[src/rtl/if_fetch_stage_pkg.sv]
`default_nettype none
// ============================================================================
// Module      : if_fetch_stage_pkg
// Description : Shared fetch-state encoding, reset constants and PC+4 helper.
// Revision    : 1.0 - initial release
// ============================================================================
package if_fetch_stage_pkg;

    typedef enum logic [1:0] {
        IDLE = 2'd0,
        REQ  = 2'd1,
        DROP = 2'd2,
        BUF  = 2'd3
    } fetch_state_t;

    localparam logic [31:0] C_RESET_PC  = 32'h8000_0000;
    localparam logic [31:0] C_NOP_INSTR = 32'h0000_0000;

    // Bit 31 is the kernel-mode flag; only the low 31 bits advance.
    function automatic logic [31:0] pc_plus4(input logic [31:0] pc);
        pc_plus4 = {pc[31], pc[30:0] + 31'd4};
    endfunction

endpackage
`default_nettype wire

[src/rtl/if_fetch_stage_if.sv]
`default_nettype none
// ============================================================================
// Module      : if_fetch_stage_if
// Description : Instruction-memory request/response handshake.
// Revision    : 1.0 - initial release
// ============================================================================
interface if_fetch_stage_if;
    logic        imem_req;
    logic [31:0] imem_addr;
    logic        imem_ready;
    logic [31:0] imem_rdata;

    modport master (
        output imem_req,
        output imem_addr,
        input  imem_ready,
        input  imem_rdata
    );

    modport slave (
        input  imem_req,
        input  imem_addr,
        output imem_ready,
        output imem_rdata
    );
endinterface
`default_nettype wire

[src/rtl/if_skid_buffer.sv]
`default_nettype none
// ============================================================================
// Module      : if_skid_buffer
// Description : One-word holding register for a fetch returned during a stall.
// Revision    : 1.0 - initial release
// ============================================================================
module if_skid_buffer (
    input  logic        clk,
    input  logic        reset,
    input  logic        load,
    input  logic        clear,
    input  logic [31:0] din,
    output logic [31:0] dout,
    output logic        valid
);

    logic [31:0] r_data;
    logic        r_valid;

    always_ff @(posedge clk or negedge reset) begin
        if (!reset) begin
            r_data  <= 32'h0;
            r_valid <= 1'b0;
        end else if (load) begin
            r_data  <= din;
            r_valid <= 1'b1;
        end else if (clear) begin
            r_valid <= 1'b0;
        end
    end

    assign dout  = r_data;
    assign valid = r_valid;

endmodule
`default_nettype wire

[src/rtl/if_fetch_stage.sv]
`default_nettype none
// ============================================================================
// Module      : if_fetch_stage
// Description : PC register, IF/ID register and variable-latency imem fetch.
//               Optional IF_SKID_BUF_EN adds a skid buffer for stalled returns.
// Revision    : 1.0 - initial release
// ============================================================================
module if_fetch_stage
    import if_fetch_stage_pkg::*;
#(
    parameter logic [31:0] RESET_PC  = C_RESET_PC,
    parameter logic [31:0] NOP_INSTR = C_NOP_INSTR
) (
    input  logic                     clk,
    input  logic                     reset,
    input  logic [31:0]              PC_next,
    input  logic                     IFIDFlush,
    input  logic                     stall,
    output logic [31:0]              PC,
    if_fetch_stage_if.master         imem,
    output logic [31:0]              IFID_Instruction,
    output logic [31:0]              IFID_PC_plus_4,
    output logic                     IFID_valid,
    output logic                     fetch_wait
);

    fetch_state_t r_state;
    fetch_state_t w_state_d;

    logic [31:0] r_pc;
    logic [31:0] r_req_addr;
    logic [31:0] r_ifid_instr;
    logic [31:0] r_ifid_pc4;
    logic        r_ifid_valid;

    logic        w_avail;
    logic        w_accept;
    logic        w_reissue;
    logic        w_buf_hit;
    logic [31:0] w_word;
    logic [31:0] w_pc_d;

`ifdef IF_SKID_BUF_EN
    logic        w_buf_load;
    logic        w_buf_clear;
    logic [31:0] w_buf_data;
    logic        w_buf_valid;

    if_skid_buffer u_skid (
        .clk   (clk),
        .reset (reset),
        .load  (w_buf_load),
        .clear (w_buf_clear),
        .din   (imem.imem_rdata),
        .dout  (w_buf_data),
        .valid (w_buf_valid)
    );

    assign w_buf_hit   = (r_state == BUF) && w_buf_valid;
    assign w_buf_clear = (r_state == BUF) && w_reissue;
    assign w_word      = w_buf_hit ? w_buf_data : imem.imem_rdata;
`else
    assign w_buf_hit = 1'b0;
    assign w_word    = imem.imem_rdata;
`endif

    assign imem.imem_req  = (r_state == REQ) || (r_state == DROP);
    assign imem.imem_addr = r_req_addr;
    assign fetch_wait     = imem.imem_req && !imem.imem_ready;

    assign w_avail  = ((r_state == REQ) && imem.imem_ready) || w_buf_hit;
    assign w_accept = w_avail && !stall && !IFIDFlush;
    // Any new request targets whatever PC will hold after this edge.
    assign w_pc_d   = (IFIDFlush || w_accept) ? PC_next : r_pc;

    always_comb begin
        w_state_d = r_state;
        w_reissue = 1'b0;
`ifdef IF_SKID_BUF_EN
        w_buf_load = 1'b0;
`endif
        case (r_state)
            IDLE: begin
                w_state_d = REQ;
                w_reissue = 1'b1;
            end
            REQ: begin
                if (imem.imem_ready) begin
                    if (IFIDFlush || !stall) begin
                        w_reissue = 1'b1;
                    end
`ifdef IF_SKID_BUF_EN
                    else begin
                        w_state_d  = BUF;
                        w_buf_load = 1'b1;
                    end
`endif
                end else if (IFIDFlush) begin
                    w_state_d = DROP;
                end
            end
            DROP: begin
                if (imem.imem_ready) begin
                    w_state_d = REQ;
                    w_reissue = 1'b1;
                end
            end
`ifdef IF_SKID_BUF_EN
            BUF: begin
                if (IFIDFlush || !stall) begin
                    w_state_d = REQ;
                    w_reissue = 1'b1;
                end
            end
`endif
            default: w_state_d = IDLE;
        endcase
    end

    always_ff @(posedge clk or negedge reset) begin
        if (!reset) begin
            r_state    <= IDLE;
            r_pc       <= RESET_PC;
            r_req_addr <= RESET_PC;
        end else begin
            r_state <= w_state_d;
            r_pc    <= w_pc_d;
            if (w_reissue) begin
                r_req_addr <= w_pc_d;
            end
        end
    end

    always_ff @(posedge clk or negedge reset) begin
        if (!reset) begin
            r_ifid_instr <= NOP_INSTR;
            r_ifid_pc4   <= 32'h0;
            r_ifid_valid <= 1'b0;
        end else if (IFIDFlush) begin
            r_ifid_instr <= NOP_INSTR;
            r_ifid_valid <= 1'b0;
        end else if (stall) begin
            r_ifid_instr <= r_ifid_instr;
        end else if (w_accept) begin
            r_ifid_instr <= w_word;
            r_ifid_pc4   <= pc_plus4(r_pc);
            r_ifid_valid <= 1'b1;
        end else begin
            r_ifid_instr <= NOP_INSTR;
            r_ifid_valid <= 1'b0;
        end
    end

    assign PC               = r_pc;
    assign IFID_Instruction = r_ifid_instr;
    assign IFID_PC_plus_4   = r_ifid_pc4;
    assign IFID_valid       = r_ifid_valid;

endmodule
`default_nettype wire
[src/flat_wrapper.sv]
// flat-port wrapper written by rule: the top's interface ports become plain ports
module if_fetch_stage_flat import if_fetch_stage_pkg::*;
#(
    parameter logic [31:0] RESET_PC  = C_RESET_PC,
    parameter logic [31:0] NOP_INSTR = C_NOP_INSTR
)
  (clk, reset, PC_next, IFIDFlush, stall, PC, IFID_Instruction, IFID_PC_plus_4, IFID_valid, fetch_wait, imem_imem_req, imem_imem_addr, imem_imem_ready, imem_imem_rdata);
  if_fetch_stage_if imem_i ();
  input  logic clk;
  input  logic reset;
  input  logic [31:0] PC_next;
  input  logic IFIDFlush;
  input  logic stall;
  output logic [31:0] PC;
  output logic [31:0] IFID_Instruction;
  output logic [31:0] IFID_PC_plus_4;
  output logic IFID_valid;
  output logic fetch_wait;
  output wire logic [$bits(imem_i.imem_req)-1:0] imem_imem_req;
  output wire logic [$bits(imem_i.imem_addr)-1:0] imem_imem_addr;
  input wire logic [$bits(imem_i.imem_ready)-1:0] imem_imem_ready;
  input wire logic [$bits(imem_i.imem_rdata)-1:0] imem_imem_rdata;
  assign imem_imem_req = imem_i.imem_req;
  assign imem_imem_addr = imem_i.imem_addr;
  assign imem_i.imem_ready = imem_imem_ready;
  assign imem_i.imem_rdata = imem_imem_rdata;
  if_fetch_stage #(.RESET_PC(RESET_PC), .NOP_INSTR(NOP_INSTR)) u_core (.clk(clk), .reset(reset), .PC_next(PC_next), .IFIDFlush(IFIDFlush), .stall(stall), .PC(PC), .imem(imem_i), .IFID_Instruction(IFID_Instruction), .IFID_PC_plus_4(IFID_PC_plus_4), .IFID_valid(IFID_valid), .fetch_wait(fetch_wait));
endmodule
[config.mk]
export PLATFORM = sky130hd
export DESIGN_NAME = if_fetch_stage_flat
export DESIGN_NICKNAME = d
export VERILOG_FILES = /design/src/rtl/if_fetch_stage_pkg.sv /design/src/rtl/if_fetch_stage_if.sv /design/src/rtl/if_skid_buffer.sv /design/src/rtl/if_fetch_stage.sv /design/src/flat_wrapper.sv
export SDC_FILE = /design/constraint.sdc
export NUM_CORES = 1
export LEC_CHECK = 0
export BUFFER_PORTS_ARGS = -buffer_cell sky130_fd_sc_hd__buf_4
export CORE_MARGIN = 2
export CORE_UTILIZATION = 49
export CTS_CLUSTER_DIAMETER = 120
export DETAILED_ROUTE_END_ITERATION = 7
export GPL_ROUTABILITY_DRIVEN = 0
export PLACE_DENSITY_LB_ADDON = 0.12
export REMOVE_ABC_BUFFERS = 1
export SLEW_MARGIN = 20
export SYNTH_ARGS = -nofsm -noshare
export SYNTH_HDL_FRONTEND = slang
export SYNTH_SLANG_ARGS = --single-unit
[constraint.sdc]
create_clock -name clk -period 2.8 [get_ports clk]
set_clock_uncertainty 0.2 [all_clocks]
set_input_delay 0.28 -clock clk [delete_from_list [all_inputs] [get_ports clk]]
set_output_delay 0.28 -clock clk [all_outputs]
set_load 0.02 [all_outputs]
==> load_flow_metrics.sql <==
INSERT INTO impl_metrics (metric_group, metric, value, unit) VALUES
('routing', 'detail_route.iter0.violations', '155', ''),
('routing', 'first_pass_iters', '4', ''),
('layout', 'insertedDiodeCount', '0', ''),
('critical_path', 'critical_path_peak_fanout', '17', ''),
('clock_network', 'cts_buffers', '17', ''),
('sta', 'maxSlewViolCount', '0', ''),
('layout', 'final_common_cell', 'buf_4', ''),
('critical_path', 'worstSetupStartpointType', 'flip-flop', ''),
('sta', 'max-slew-margin-rel', '62.95', '%'),
('critical_path', 'critPathSlowestCell', 'mux2_2', ''),
('global_routing', 'number_of_global_route_vias_before_repair', '4405', ''),
('sta', 'worst_slew_pin_slew', '0.5558', 'ns'),
('floorplanning', 'floorplan.die.width', '109.9', 'um'),
('yosys', 'ys_seq_elements', '131', ''),
('layout', 'layout_common_cells', 'buf_4, dfrtp_1, dlygate4sd3_1, mux2_2, nand2_1', ''),
('floorplanning', 'initial_core_utilization', '50.46', '%'),
('power', 'power_frac_clock', '25.7', '%'),
('critical_path', 'path_buf_inv', '2', ''),
('power', 'switching_power', '2883', 'uW'),
('clock_network', 'clock_latency', '0.52', 'ns'),
('floorplanning', 'die_h', '109.9', 'um'),
('yosys', 'yosys.area_share.simple', '10.23', '%'),
('power', 'p_leak', '0.003994', 'uW'),
('global_routing', 'grt_use_total', '24.93', '%'),
('placement', 'port_buffers', '199', ''),
('power', 'combPwrFrac', '38.8', '%'),
('routing', 'routed_wirelength', '14.32', 'mm'),
('clock_network', 'cts_root_buf', 'clkbuf_8', ''),
('critical_path', 'worst-endpoint-required', '3.00', 'ns'),
('floorplanning', 'io_pins', '200', ''),
('critical_path', 'critPathCaptureType', 'flip-flop', ''),
('yosys', 'synth_compound_gate_area_share', '8.495', '%'),
('clock_network', 'clk_pin_slew_worst_paths', '0.06', 'ns'),
('routing', 'vias_per_cell', '5.145', ''),
('critical_path', 'cpMostUsedCell', 'mux2_2', ''),
('global_routing', 'global_route_wire_length_before_repair', '22.48', 'mm'),
('power', 'swShare', '35.14', '%'),
('routing', 'route.detailed.wl_per_inst', '16.88', 'um'),
('clock_network', 'numClockSinks', '131', ''),
('sta', 'setup_total_negative_slack', '0', 'ns'),
('sta', 'report.final.setup_viol', '0', ''),
('yosys', 'synth_warnings', '0', ''),
('yosys', 'post_synth_inst_count', '423', ''),
('worst_hold_path', 'min-delay-path-class', 'in -> reg', ''),
('sta', 'worst_slack', '0.5678', 'ns'),
('run_status', 'run_status', 'completed', ''),
('routing', 'drt_drc', '0', ''),
('layout', 'final_layout_size_suffix_gt1_share', '45.20', '%'),
('sta', 'layout_worst_path_cycle_share', '79.72', '%'),
('critical_path', 'timing.critical_path.max_delay_family', 'multiplexers', ''),
('global_routing', 'grt_antenna_before_repair', '0', ''),
('power', 'share_seq_of_total_power', '35.4', '%'),
('yosys', 'post_synth_fa_ha_maj_area_fraction', '1.366', '%'),
('layout', 'area_delta_synth_final', '52.77', '%'),
('sta', 'grt_setup_unrepaired', 'false', ''),
('floorplanning', 'rows', '38', ''),
('critical_path', 'setup.worst_path.class', 'reg -> reg', ''),
('clock_network', 'clock_tree_from_tritoncts', 'yes', ''),
('critical_path', 'worst-endpoint-arrival', '2.43', 'ns'),
('yosys', 'synth_xor_xnor_area_share', '4.304', '%'),
('power', 'power_density_over_the_cells', '977.5', 'nW/um^2'),
('routing', 'route.antenna.remaining_nets', '0', ''),
('yosys', 'avgSynthCellArea', '12.99', 'sq um'),
('sta', 'hold_violations', '0', ''),
('power', 'p_int', '5321', 'uW'),
('global_routing', 'global_route.overflow_total', '0', ''),
('sta', 'fmaxAchievable', '448.0', 'MHz'),
('layout', 'finalNetCount', '770', ''),
('global_routing', 'largest_net_degree_at_the_start_of_global_routing', '63', ''),
('sta', 'post_layout_minimum_cycle_time', '2.232', 'ns'),
('critical_path', 'crit_path_max_incr_delay', '0.40', 'ns');
[worst register-to-register path: cells and delay by family (launching register included)]
kind	cells	cell delay, ns
adder cells (fa/ha/maj)	1	0.20
buffers and inverters	2	0.36
flip-flops	1	0.37
multiplexers	2	0.67
AND/OR/NAND/NOR	3	0.31
[area by class of cell]
class                           instances  area [sq um]
Clock buffer                           20         445.4
Clock inverter                         12         131.4
Multi-Input combinational cell        267          2088
Timing Repair Buffer                  273          2253
Inverter                                5         18.77
Tap cell                              140         175.2
Sequential cell                       131          3281
Fill cell                             683          2495
[logic make-up (layout without fill, tap and decap cells)]
kind of cell | count (synthesis) | count (layout)
flops | 131 | 131
simple gates | 103 | 103
compound gates | 66 | 66
mux | 65 | 65
xor+xnor | 27 | 27
buf+inv | 25 | 310
fa+ha+maj | 6 | 6
[power by group through the flow]
stage          registers (uW)  logic [uW]  clock network (uW)
2_1_floorplan            3540        1070                   0
3_3_place_gp             2910        3080                   0
3_5_place_dp             2930        3140                   0
4_1_cts                  2910        3220                2150
5_1_grt                  2990        3430                2240
6_report                 2910        3190                2110
[registers in the layout, summed over array words and instances (netlist names)]
signal                   flops
u_core.IFID_valid            1
u_core.PC                   32
u_core.r_state               2
u_core.IFID_PC_plus_4       32
u_core.IFID_Instruction     32
u_core.imem.imem_addr       32
[cell usage after synthesis, drive strengths merged]
master / number / area (sq um)
a21oi: 3 / 18.77
a22o: 32 / 280.3
and2: 3 / 18.77
and2b: 1 / 7.510
and3: 4 / 25.02
buf: 6 / 61.30
clkbuf: 14 / 62.56
dfrtp: 129 / 3228
dfstp: 2 / 52.55
ha: 6 / 75.07
inv: 5 / 18.77
mux2: 64 / 720.7
mux2i: 1 / 10.01
nand2: 53 / 198.9
nand3: 14 / 82.58
nand4: 9 / 86.33
nor2: 7 / 33.78
nor2b: 1 / 6.260
nor3: 7 / 56.31
nor4: 3 / 40.04
o21ai: 29 / 152.7
o21bai: 2 / 15.01
or3: 1 / 6.260
xnor2: 8 / 70.07
xor2: 19 / 166.4
[metal layers]
| layer | GRT usage, % | share of wire, % | vias to the layer above |
|---|---|---|---|
| met5 | 0 | 0 | - |
| met4 | 6.962 | 1.1 | 0 |
| met3 | 8.180 | 7.1 | 14 |
| met2 | 43.08 | 52 | 147 |
| met1 | 29.76 | 39 | 2151 |
| li1 | - | - | 2051 |
[through the flow]
| stage | area, sq um | instances | hold slack, ns | total power [uW] |
|---|---|---|---|---|
| after global routing | 8393 | 848 | 0.05514 | 8665 |
| after CTS | 8393 | 848 | 0.02461 | 8281 |
| final | 8393 | 848 | 0.05767 | 8204 |
| after floorplan | 5370 | 403 | -0.2156 | 4609 |
| after global placement | 7166 | 751 | 0.08672 | 5987 |
| after detailed placement | 7166 | 751 | 0.08904 | 6071 |
[what timing repair did]
action                                  in CTS  in global routing
hold buffers                                65                  0
hold endpoints to repair                   199                  0
gates resized for setup                      0                  0
endpoints found under the setup margin       0                  0
[worst paths after layout]
path,endpoint,startpoint,cells after the start,slack (ns)
worst max register to register,u_core.imem.imem_addr[12]$_DFFE_PN0P_,u_core.r_state[1]$_DFFE_PN0P_,8,0.57
worst max-delay path,u_core.imem.imem_addr[12]$_DFFE_PN0P_,u_core.r_state[1]$_DFFE_PN0P_,8,0.57
max in group asynchronous,u_core.IFID_Instruction[15]$_DFFE_PN0N_,reset,3,1.54
worst min-delay path,u_core.r_state[0]$_DFFE_PN0P_,imem_imem_ready,4,0.06
worst min register to register,u_core.IFID_PC_plus_4[14]$_DFFE_PN0P_,u_core.IFID_PC_plus_4[14]$_DFFE_PN0P_,2,0.29
min in group asynchronous,u_core.imem.imem_addr[13]$_DFFE_PN0P_,reset,2,0.10
(Power assumes the default switching activity.)
